### src/rtl/otter_arb_pkg.sv
// Shared types and constants for the OTTER memory arbiter: FSM states, access owner,
// and the fixed access size used for instruction fetches.
package otter_arb_pkg;

    typedef enum logic [1:0] {
        ARB_IDLE = 2'b00,
        ARB_CMD  = 2'b01,
        ARB_WAIT = 2'b10
    } arb_state_t;

    typedef enum logic {
        OWN_IF = 1'b0,
        OWN_D  = 1'b1
    } arb_owner_t;

    localparam logic [1:0] SIZE_WORD    = 2'b10;
    localparam int         STARVE_CNT_W = 4;

endpackage

### src/rtl/otter_mem_arb_prio.sv
// Winner selection between fetch and data requests. Data wins by default; a saturating
// counter of contested data wins hands the next contested slot to fetch.
module otter_mem_arb_prio
    import otter_arb_pkg::*;
#(
    parameter int STARVE_LIMIT = 4
) (
    input  logic CLK,
    input  logic RESET,
    input  logic if_req,
    input  logic d_req,
    input  logic grant_en,
    output logic win_if,
    output logic win_d
);

    localparam logic [STARVE_CNT_W-1:0] LIMIT = STARVE_CNT_W'(STARVE_LIMIT);

    logic [STARVE_CNT_W-1:0] starve_cnt_r;
    logic                    starved_s;

    // Combinational winner select
    always_comb begin
        starved_s = (starve_cnt_r == LIMIT);
        win_d     = d_req && !(if_req && starved_s);
        win_if    = if_req && !win_d;
    end

    // Starve counter: counts contested data wins, cleared by any fetch grant
    always_ff @(posedge CLK) begin
        if (RESET) begin
            starve_cnt_r <= '0;
        end else if (grant_en && win_if) begin
            starve_cnt_r <= '0;
        end else if (grant_en && win_d && if_req && (starve_cnt_r != LIMIT)) begin
            starve_cnt_r <= starve_cnt_r + STARVE_CNT_W'(1);
        end else begin
            starve_cnt_r <= starve_cnt_r;
        end
    end

endmodule

### src/rtl/otter_mem_arbiter.sv
// Shares a single-ported, 1-cycle-latency memory between instruction fetch and the data port.
// IDLE registers one request, CMD strobes memory, WAIT captures read data for the owner.
module otter_mem_arbiter
    import otter_arb_pkg::*;
#(
    parameter int STARVE_LIMIT = 4
) (
    input  logic        CLK,
    input  logic        RESET,
    input  logic        IF_REQ,
    input  logic [31:0] IF_ADDR,
    output logic        IF_ACK,
    output logic [31:0] IF_RDATA,
    input  logic        D_REQ,
    input  logic        D_WE,
    input  logic [31:0] D_ADDR,
    input  logic [31:0] D_WDATA,
    input  logic [1:0]  D_SIZE,
    input  logic        D_SIGN,
    output logic        D_ACK,
    output logic [31:0] D_RDATA,
    output logic [31:0] MEM_ADDR,
    output logic [31:0] MEM_DIN,
    output logic        MEM_RE,
    output logic        MEM_WE,
    output logic [1:0]  MEM_SIZE,
    output logic        MEM_SIGN,
    input  logic [31:0] MEM_DOUT,
    output logic        BUSY
);

    arb_state_t state_r;
    arb_state_t state_nx_s;
    arb_owner_t owner_r;
    logic       mem_re_r;
    logic       mem_we_r;
    logic       if_req_s;
    logic       d_req_s;
    logic       grant_s;
    logic       win_if_s;
    logic       win_d_s;

    // A port's request is ignored during its own ACK cycle so a held REQ does not reissue
    assign if_req_s = IF_REQ && !IF_ACK;
    assign d_req_s  = D_REQ && !D_ACK;
    assign grant_s  = (state_r == ARB_IDLE) && (if_req_s || d_req_s);

    // Strobes are gated by RESET so a store caught in CMD never reaches memory
    assign MEM_RE = mem_re_r && !RESET;
    assign MEM_WE = mem_we_r && !RESET;
    assign BUSY   = (state_r != ARB_IDLE);

    otter_mem_arb_prio #(
        .STARVE_LIMIT (STARVE_LIMIT)
    ) u_prio (
        .CLK      (CLK),
        .RESET    (RESET),
        .if_req   (if_req_s),
        .d_req    (d_req_s),
        .grant_en (grant_s),
        .win_if   (win_if_s),
        .win_d    (win_d_s)
    );

    // Next-state logic
    always_comb begin
        state_nx_s = state_r;
        case (state_r)
            ARB_IDLE: begin
                if (grant_s) begin
                    state_nx_s = ARB_CMD;
                end else begin
                    state_nx_s = ARB_IDLE;
                end
            end
            ARB_CMD: begin
                if (mem_we_r) begin
                    state_nx_s = ARB_IDLE;
                end else begin
                    state_nx_s = ARB_WAIT;
                end
            end
            ARB_WAIT: state_nx_s = ARB_IDLE;
            default:  state_nx_s = ARB_IDLE;
        endcase
    end

    // State register
    always_ff @(posedge CLK) begin
        if (RESET) begin
            state_r <= ARB_IDLE;
        end else begin
            state_r <= state_nx_s;
        end
    end

    // Request capture, memory strobes, read-data return and ACK pulses
    always_ff @(posedge CLK) begin
        if (RESET) begin
            owner_r  <= OWN_IF;
            mem_re_r <= 1'b0;
            mem_we_r <= 1'b0;
            IF_ACK   <= 1'b0;
            D_ACK    <= 1'b0;
            IF_RDATA <= 32'h0000_0000;
            D_RDATA  <= 32'h0000_0000;
            MEM_ADDR <= 32'h0000_0000;
            MEM_DIN  <= 32'h0000_0000;
            MEM_SIZE <= 2'b00;
            MEM_SIGN <= 1'b0;
        end else begin
            mem_re_r <= 1'b0;
            mem_we_r <= 1'b0;
            IF_ACK   <= 1'b0;
            D_ACK    <= 1'b0;
            case (state_r)
                ARB_IDLE: begin
                    if (grant_s && win_d_s) begin
                        owner_r  <= OWN_D;
                        MEM_ADDR <= D_ADDR;
                        MEM_DIN  <= D_WDATA;
                        MEM_SIZE <= D_SIZE;
                        MEM_SIGN <= D_SIGN;
                        mem_we_r <= D_WE;
                        mem_re_r <= !D_WE;
                    end else if (grant_s && win_if_s) begin
                        owner_r  <= OWN_IF;
                        MEM_ADDR <= IF_ADDR;
                        MEM_SIZE <= SIZE_WORD;
                        MEM_SIGN <= 1'b0;
                        mem_re_r <= 1'b1;
                    end
                end
                ARB_CMD: begin
                    D_ACK <= mem_we_r;
                end
                ARB_WAIT: begin
                    if (owner_r == OWN_D) begin
                        D_RDATA <= MEM_DOUT;
                        D_ACK   <= 1'b1;
                    end else begin
                        IF_RDATA <= MEM_DOUT;
                        IF_ACK   <= 1'b1;
                    end
                end
                default: begin
                    owner_r <= owner_r;
                end
            endcase
        end
    end

endmodule

### config.mk
export PLATFORM = sky130hd
export DESIGN_NAME = otter_mem_arbiter
export DESIGN_NICKNAME = d
export VERILOG_FILES = /design/src/rtl/otter_arb_pkg.sv /design/src/rtl/otter_mem_arb_prio.sv /design/src/rtl/otter_mem_arbiter.sv
export SDC_FILE = /design/constraint.sdc
export NUM_CORES = 1
export LEC_CHECK = 0
export ABC_AREA = 1
export CAP_MARGIN = 0
export CELL_PAD_IN_SITES_DETAIL_PLACEMENT = 2
export CELL_PAD_IN_SITES_GLOBAL_PLACEMENT = 2
export CORE_MARGIN = 2
export CORE_UTILIZATION = 21
export CTS_CLUSTER_SIZE = 20
export DETAILED_ROUTE_END_ITERATION = 7
export GPL_TIMING_DRIVEN = 1
export PLACE_DENSITY = 0.85
export SLEW_MARGIN = 20
export SYNTH_ARGS = -nofsm -noshare
export SYNTH_HDL_FRONTEND = slang
export SYNTH_SLANG_ARGS = --single-unit
### constraint.sdc
create_clock -name CLK -period 2 [get_ports CLK]
set_input_delay 0.2 -clock CLK [delete_from_list [all_inputs] [get_ports CLK]]
set_output_delay 0.2 -clock CLK [all_outputs]
set_load 0.005 [all_outputs]
==> results.txt, run 1 <==
----------------------------------------------------
[Setup path]
  Cell at the slowest stage of the critical path ... sky130_fd_sc_hd__clkinv_2
  Cells on worst reg2reg path ... 9
  Timing startpoint of the critical path ... u_prio.starve_cnt_r[0]$_SDFFE_PP0P_
  Critical-path cell list ... inv_1, ha_1, nand2_1, nor2_2, nand2_2, nand3_4, clkinv_2, nand2_1, a21oi_1
  Endpoint of the worst register-to-register path ... MEM_DIN[26]$_SDFFE_PP0P_
  Crit-path max cell delay ... 410 ps
  Setup slack of the most critical reg-to-reg path ... about 190 ps
  Arrival time of the worst setup path ... 2110 ps
  Crit Path Class ... reg2reg
  Critical path required time ... about 2300 ps
  CP endpoint kind ... register
  Launch point of the worst reg-to-reg path ... u_prio.starve_cnt_r[0]$_SDFFE_PP0P_
  Worst-path maximum fanout ... 35
  Setup crit end ... MEM_DIN[26]$_SDFFE_PP0P_
  CP most frequent cell ... sky130_fd_sc_hd__nand2_1
  Critical Path Start Type ... register

[Timing]
  Min setup slack post-route ... about 190 ps
  Clock skew ... around 12 ps
  Post-route clock period utilization ... 0.905
  Maximum clock frequency ... 552 MHz
  Post-route worst hold slack ... 80.7 ps
  Worst Max-Slew Pin Slew ... roughly 590 ps
  Normalized max-slew margin ... 0.604
  Final worst path period need ... 1810 ps
  Fin. Hold Viols ... 0
  Total negative slack for setup checks ... 0 ps
  Total of endpoints with negative setup slack in the final report ... 0
  Count of pins over their slew limit ... 0
  Unrepaired setup endpoints after global routing ... false

[Global routing]
  Total global routing track utilization ... 0.164
  Number of global-route vias before repair ... 6686
  Antenna violations before repair ... 0
  Largest net degree at the start of global routing ... 70
  Aggregate global routing overflow ... 0
  First-pass GRT wire length ... between 30000 and 40000 um

[Clocking]
  TritonCTS buffer count ... 17
  Number of buffers added to fix hold violations after cts ... 0
  Clock Root Buffer ... sky130_fd_sc_hd__clkbuf_16
  Clock latency of the later-clocked register in the worst-skew pair ... between 400 and 500 ps
  Maximum clock insertion buffer count ... 2
  Clock Sink Count ... ~140
  Maximum level of the CTS H-tree ... 4
  Clock tree from TritonCTS ... built
  Clock-pin slew of the registers on the worst-case setup and hold paths ... 70 ps

[Place]
  Number of cells in the design after placement ... 1320
  Routability-driven placement congestion ratio ... between 0.7 and 0.8
  Worst Setup Slack post-DPL ... -4.16 ps
  Total placed instance area ... 8660 sq um
  Number of buffer cells added on primary ports ... 271
  Detailed Place HPWL ... 16200 um

[Layout]
  Ant diodes ... 0
  Final std cell area, no fill ... 9260 sq um
  Fraction of final layout cells sized beyond drive strength 1 ... 0.0580
  Net count, final ... approximately 1100
  Area growth, synth to finish ... 64.7%
  Fraction of the core area covered by cells at the end of the flow ... 0.354
  Count of placed standard cells in the final layout, fillers left out ... approximately 1400

[Floorplanning]
  Number of placed I/O pins ... ~270
  Number of core rows ... between 50 and 60
  Horizontal extent of the die ... 168 um
  Core outline area ... 26100 sq um
  Initial Utilization ... 0.215
  Die footprint ... approximately 28000 sq um
  Die H ... ~170 um

[Pwr]
  Static power due to leakage ... roughly 3.7 nW
  Design Power ... between 7 and 8 mW
  Maximum vdd drop ... 507 uV
  PwrDens ... 834 nW/um^2

[Flow run]
  Max Cap Violations ... 0

[Yosys]
  Cells taking the most area after synthesis ... sky130_fd_sc_hd__dfxtp_1 (51%), sky130_fd_sc_hd__nand2_1 (10%), sky130_fd_sc_hd__nor2_1 (9.1%), sky130_fd_sc_hd__a21oi_1 (6.4%), sky130_fd_sc_hd__o21ai_0 (6.4%)
  Adder and majority gate portion of the synthesized area ... 0.0111
  Post-Synthesis Net Count ... a little under 900
  Post-Synthesis Cell Area ... 5620 sq um
  Warning count from the yosys run ... 0
  Post-synth top area cell ... sky130_fd_sc_hd__dfxtp_1
  Number of enable-type register cells in the synthesized netlist ... 0
  Synth top cells by count ... sky130_fd_sc_hd__nand2_1 (149), sky130_fd_sc_hd__dfxtp_1 (142), sky130_fd_sc_hd__nor2_1 (136), sky130_fd_sc_hd__a21oi_1 (72), sky130_fd_sc_hd__o21ai_0 (72)
  Most used flip-flop cell after synthesis ... sky130_fd_sc_hd__dfxtp_1
  Post-synthesis cell type count ... 24
  Cells after Synth ... 748
  Synthesized-area fraction occupied by xor and xnor cells ... 0.00312
  Synth async-reset ratio ... 0
  Portion of synthesized cell area occupied by the leading cell type ... 0.506
  Compound-Gate Fraction of Synth Area ... 0.157
  Synthesized area per cell ... 7.51 sq um
  Largest family of logic cells by synthesized area ... simple AND/OR/NAND/NOR gates
  Most instantiated library cell after synthesis ... sky130_fd_sc_hd__nand2_1
  Post-synthesis sequential element count ... about 140
  Share of synthesized area occupied by flip-flops and latches ... 0.506
  Simple-Gate Fraction of Synth Area ... 0.244
  Proportion of synthesized area in mux cells ... 0

[Route]
  Remaining antenna violation count after routing ... 0
  DRC Markers ... 0
  First DRT Iteration DRCs ... 202
  Number of iterations in the first detailed-routing pass ... 4
  Wirelength, routed ... 22800 um
  Vias ... approximately 6000
  Number of vias per cell after detailed routing ... 4.45
  Average wire length per cell after detail routing ... between 15 and 20 um

[Status]
  Result of the run ... complete, no violations

[Worst hold path]
  Kind of path behind the tightest hold check ... in2reg
  Cell depth of the worst hold path ... 2

----------------------------------------------------
## state kept, by name (all words and copies together), names as in the netlist
name,flops
mem_we_r,1
MEM_DIN,32
IF_RDATA,32
MEM_SIZE,2
D_ACK,1
MEM_ADDR,32
mem_re_r,1
state_r,2
u_prio.starve_cnt_r,4
D_RDATA,32
IF_ACK,1
MEM_SIGN,1
owner_r,1
## how the worst min path moves through the flow
stage | startpoint | endpoint | slack [ps]
2_1_floorplan | D_SIZE[1] | MEM_SIZE[1]$_SDFFE_PP0P_ | 330
3_3_place_gp | mem_we_r$_SDFF_PP0_ | state_r[1]$_SDFF_PP0_ | 410
3_5_place_dp | mem_we_r$_SDFF_PP0_ | state_r[1]$_SDFF_PP0_ | 420
4_1_cts | RESET | owner_r$_SDFFE_PP0P_ | 60
5_1_grt | RESET | state_r[1]$_SDFF_PP0_ | 90
6_report | RESET | owner_r$_SDFFE_PP0P_ | 80
## worst max-delay path, delay by kind of cell (launching register included)
family                   cells  cell delay [ps]
AO/OA/AOI/OAI                1               90
adder cells (fa/ha/maj)      1              150
flip-flops                   1              330
AND/OR/NAND/NOR              5              590
buffers and inverters        2              500
## routing by layer
metal / track usage / share of wire / vias to the layer above
li1: - / - / 2895
met1: 0.183 / 0.41 / 2928
met4: 0.0556 / 0.023 / 0
met2: 0.293 / 0.51 / 166
met3: 0.0539 / 0.063 / 31
met5: 0 / 0 / -
## cell families after synthesis
group	count (synthesis)
fa+ha+maj	5
flops	142
compound gates	174
buf+inv	100
xor+xnor	2
simple gates	325
## repair_timing
| action | 4_1_cts | 5_1_grt |
|---|---|---|
| hold endpoints to repair | 0 | 0 |
| buffers inserted | 0 | 0 |
| setup endpoints to repair | 1 | 2 |
| resized for setup | 1 | 2 |
## cell type report
class	count	area, sq um
Tap cell	335	419
Clock buffer	18	439
Inverter	51	193
Multi-Input combinational cell	506	2340
Fill cell	3001	16900
Sequential cell	142	2840
Timing Repair Buffer	286	2870
Clock inverter	14	150
## cells in the final DEF (no fill, tap or decap), drive strengths merged
| master | netlist | layout |
|---|---|---|
| ha | 5 | 5 |
| clkbuf | 27 | 18 |
| a21oi | 72 | 72 |
| nand2 | 150 | 150 |
| clkinvlp | 0 | 2 |
| nor2 | 138 | 138 |
| xor2 | 1 | 1 |
| inv | 51 | 59 |
| buf | 22 | 16 |
| nand3 | 3 | 3 |
| bufinv | 0 | 1 |
| nor3 | 2 | 2 |
| clkdlybuf4s50 | 0 | 269 |
| clkinv | 0 | 3 |
| nand3b | 32 | 32 |
| dlymetal6s2s | 0 | 1 |
| xnor2 | 1 | 1 |
| o21ai | 102 | 102 |
| dfxtp | 142 | 142 |
## where the power goes
part	internal [mW]	switching, mW
combinational	0.739	0.596
sequential	3.02	0.101
clock	1.80	1.46
Note: power is estimated with default switching activity, not from simulation.
==> inputs of run 2 (changes only) <==
SYNTH_HIERARCHICAL = 1   (was unset)
==> results.txt, run 2 <==
----------------------------------------------------
[Yosys]
  Post-synth top area cell ... sky130_fd_sc_hd__dfxtp_1
  Post-synthesis cell type count ... 22 (-8.3%)
  Share of synthesized area occupied by flip-flops and latches ... 0.484 (-0.0215)
  Synth top cells by count ... sky130_fd_sc_hd__nand2_1 (217), sky130_fd_sc_hd__nor2_1 (144), sky130_fd_sc_hd__dfxtp_1 (142), sky130_fd_sc_hd__inv_1 (92), sky130_fd_sc_hd__o21ai_0 (67)
  Most used flip-flop cell after synthesis ... sky130_fd_sc_hd__dfxtp_1
  Synth async-reset ratio ... 0 (unchanged)
  Post-Synthesis Cell Area ... 5870 sq um (+4.4%)
  Warning count from the yosys run ... 6 (+6)
  Cells after Synth ... 829 (+11%)
  Most instantiated library cell after synthesis ... sky130_fd_sc_hd__nand2_1
  Post-Synthesis Net Count ... 970 (+9.1%)
  Portion of synthesized cell area occupied by the leading cell type ... 0.484 (-0.0215)
  Number of enable-type register cells in the synthesized netlist ... 0 (unchanged)
  Synthesized area per cell ... 7.08 sq um (-5.8%)
  Post-synthesis sequential element count ... 142 (unchanged)
  Cells taking the most area after synthesis ... sky130_fd_sc_hd__dfxtp_1 (48%), sky130_fd_sc_hd__nand2_1 (14%), sky130_fd_sc_hd__nor2_1 (9.2%), sky130_fd_sc_hd__inv_1 (5.9%), sky130_fd_sc_hd__o21ai_0 (5.7%)

[Pwr]
  Maximum vdd drop ... 369 uV (-27%)
  Static power due to leakage ... 4.11 nW (+9.9%)
  PwrDens ... 813 nW/um^2 (-2.5%)

[Route]
  First DRT Iteration DRCs ... 183 (-9.4%)
  Number of vias per cell after detailed routing ... 4.21 (-5.4%)
  Wirelength, routed ... 23300 um (+2.2%)
  DRC Markers ... 0 (unchanged)
  Number of iterations in the first detailed-routing pass ... 4 (unchanged)
  Uppermost layer routed ... met4
  Remaining antenna violation count after routing ... 0 (unchanged)
  Vias ... 6255 (+3.9%)
  Total routed wire length on the met1 layer ... 9500 um (+2.0%)
  Sum of met2 wire segment lengths after detailed routing ... 11600 um (+0.63%)
  Average wire length per cell after detail routing ... 15.7 um (-6.9%)
  Length of routed met3 wiring ... 1720 um (+21%)

[Setup path]
  Critical path required time ... 1800 ps (-500 ps)
  CP endpoint kind ... output port
  Arrival time of the worst setup path ... 1660 ps (-450 ps)
  Worst-path maximum fanout ... 4 (-89%)
  Setup slack of the most critical reg-to-reg path ... 210 ps (+20 ps)
  Critical Path Start Type ... register
  Crit Path Class ... reg2out

[Timing]
  Maximum clock frequency ... 539 MHz (-2.4%)
  Count of pins over their slew limit ... 0 (unchanged)
  Clock skew ... 14.5 ps (+2.98 ps)
  Post-route clock period utilization ... 0.928 (+0.0223)
  Final worst path period need ... 1860 ps (+44.7 ps)
  Fin. Hold Viols ... 0 (unchanged)
  Normalized max-slew margin ... 0.707 (+0.103)
  Min setup slack post-route ... 145 ps (-44.7 ps)
  Worst Max-Slew Pin Slew ... 439 ps (-148 ps)
  Unrepaired setup endpoints after global routing ... false
  Total of endpoints with negative setup slack in the final report ... 0 (unchanged)

[Place]
  Worst Setup Slack post-DPL ... -105 ps (-101 ps)
  Number of cells in the design after placement ... 1454 (+10%)
  Routability-driven placement congestion ratio ... 0.701 (-5.8%)
  Detailed Place HPWL ... 17300 um (+6.9%)
  Number of buffer cells added on primary ports ... 271 (unchanged)

[Layout]
  Net count, final ... 1236 (+7.9%)
  Layout fillers ... 3222 (+7.4%)
  Ant diodes ... 0 (unchanged)
  Commonest cells after routing, fill and taps aside ... sky130_fd_sc_hd__clkdlybuf4s50_1 (270), sky130_fd_sc_hd__nand2_1 (217), sky130_fd_sc_hd__nor2_1 (143)
  Fraction of final layout cells sized beyond drive strength 1 ... 0.0958 (+0.0377)
  Area growth, synth to finish ... 64.6% (about the same)
  Count of placed standard cells in the final layout, fillers left out ... 1485 (+9.8%)
  Leading cell type in the layout, fill and taps excluded ... sky130_fd_sc_hd__clkdlybuf4s50_1

[Floorplanning]
  Number of placed I/O pins ... 272 (unchanged)
  Core outline area ... 27600 sq um (+5.7%)
  Die H ... 171 um (+2.1%)
  Horizontal extent of the die ... 171 um (+2.1%)
  Initial Utilization ... 0.212 (-0.00264)
  Die footprint ... 29300 sq um (+4.3%)
  Number of core rows ... 61 (+3.4%)

[Global routing]
  Aggregate global routing overflow ... 0 (unchanged)
  Antenna violations before repair ... 1 (+1)
  Number of global-route vias before repair ... 6806 (+1.8%)
  Largest net degree at the start of global routing ... 51 (-27%)
  Total global routing track utilization ... 0.158 (-0.00524)
  First-pass GRT wire length ... 36300 um (unchanged)

[Clocking]
  Clock latency of the later-clocked register in the worst-skew pair ... 420 ps (about the same)
  Clock Sink Count ... 142 (unchanged)
  Maximum clock insertion buffer count ... 2 (unchanged)
  TritonCTS buffer count ... 17 (unchanged)
  Number of buffers added to fix hold violations after cts ... 0 (unchanged)
  Clock tree from TritonCTS ... built
  Clock Root Buffer ... sky130_fd_sc_hd__clkbuf_16
  Setup Fix Bufs, Post-CTS ... 0 (unchanged)
  Maximum level of the CTS H-tree ... 4 (unchanged)
  Clock-pin slew of the registers on the worst-case setup and hold paths ... 60 ps (about the same)

[Flow run]
  Max Cap Violations ... 0 (unchanged)

[Status]
  Result of the run ... complete, no violations

[Worst hold path]
  Kind of path behind the tightest hold check ... in2reg

----------------------------------------------------
## run 2: cells by family (layout without fill, tap and decap cells)
family	Yosys count	count (layout)	share of synthesized area
xor+xnor	1	1	0.00149
buf+inv	141	419	0.103
compound gates	135	135	0.119
flops	142	142	0.484
simple gates	405	405	0.282
fa+ha+maj	5	5	0.0107
## run 2: report_power, final
| group | switching (mW) | internal, mW |
|---|---|---|
| combinational | 0.646 | 0.772 |
| clock | 1.33 | 2.00 |
| sequential | 0.0946 | 3.01 |
| total | 2.07 | 5.79 |
## run 2: layout make-up
class,count,area [sq um],share of cell area
Clock inverter,12,160,0.0166
Timing Repair Buffer,293,2950,0.306
Multi-Input combinational cell,546,2430,0.251
Tap cell,378,473,0.0490
Inverter,95,362,0.0374
Clock buffer,19,443,0.0458
Sequential cell,142,2840,0.294
## run 2: path summary, 6_finish.rpt
kind / from / endpoint / depth (start not counted)
max: state_r[0]$_SDFF_PP0_ / BUSY / 4
min: RESET / IF_ACK$_SDFF_PP0_ / 2
max reg2reg: u_prio/starve_cnt_r[0]$_SDFFE_PP0P_ / MEM_DIN[15]$_SDFFE_PP0P_ / 9
min reg2reg: mem_we_r$_SDFF_PP0_ / state_r[1]$_SDFF_PP0_ / 1
## run 2: critical path, stage by stage (launching register included)
cell	delay (ps)
sky130_fd_sc_hd__dfxtp_1	350
sky130_fd_sc_hd__inv_1	80
sky130_fd_sc_hd__ha_2	230
sky130_fd_sc_hd__inv_1	60
sky130_fd_sc_hd__clkdlybuf4s50_1	530
## run 2: timing repair
action	in CTS	in global routing
endpoints found under the hold margin	0	0
gates resized for setup	1	3
setup endpoints to repair	2	3
## run 2: layer usage
layer	vias to the layer above	track usage
met4	0	0.0549
met1	3022	0.176
li1	3044	-
met5	-	0
met3	26	0.0504
met2	163	0.284
## run 2: stage by stage
step | hold slack [ps] | TNS (ps) | cell area (sq um) | power, mW | utilization
after global placement | 418 | -63.1 | 9050 | 4.54 | 0.327
final | 178 | 0 | 9660 | 7.86 | 0.350
after floorplan | 335 | 0 | 5870 | 3.72 | -
after global routing | 188 | 0 | 9660 | 8.28 | 0.350
after CTS | 167 | 0 | 9650 | 8.00 | 0.349
after detailed placement | 458 | -1350 | 9050 | 4.61 | 0.327
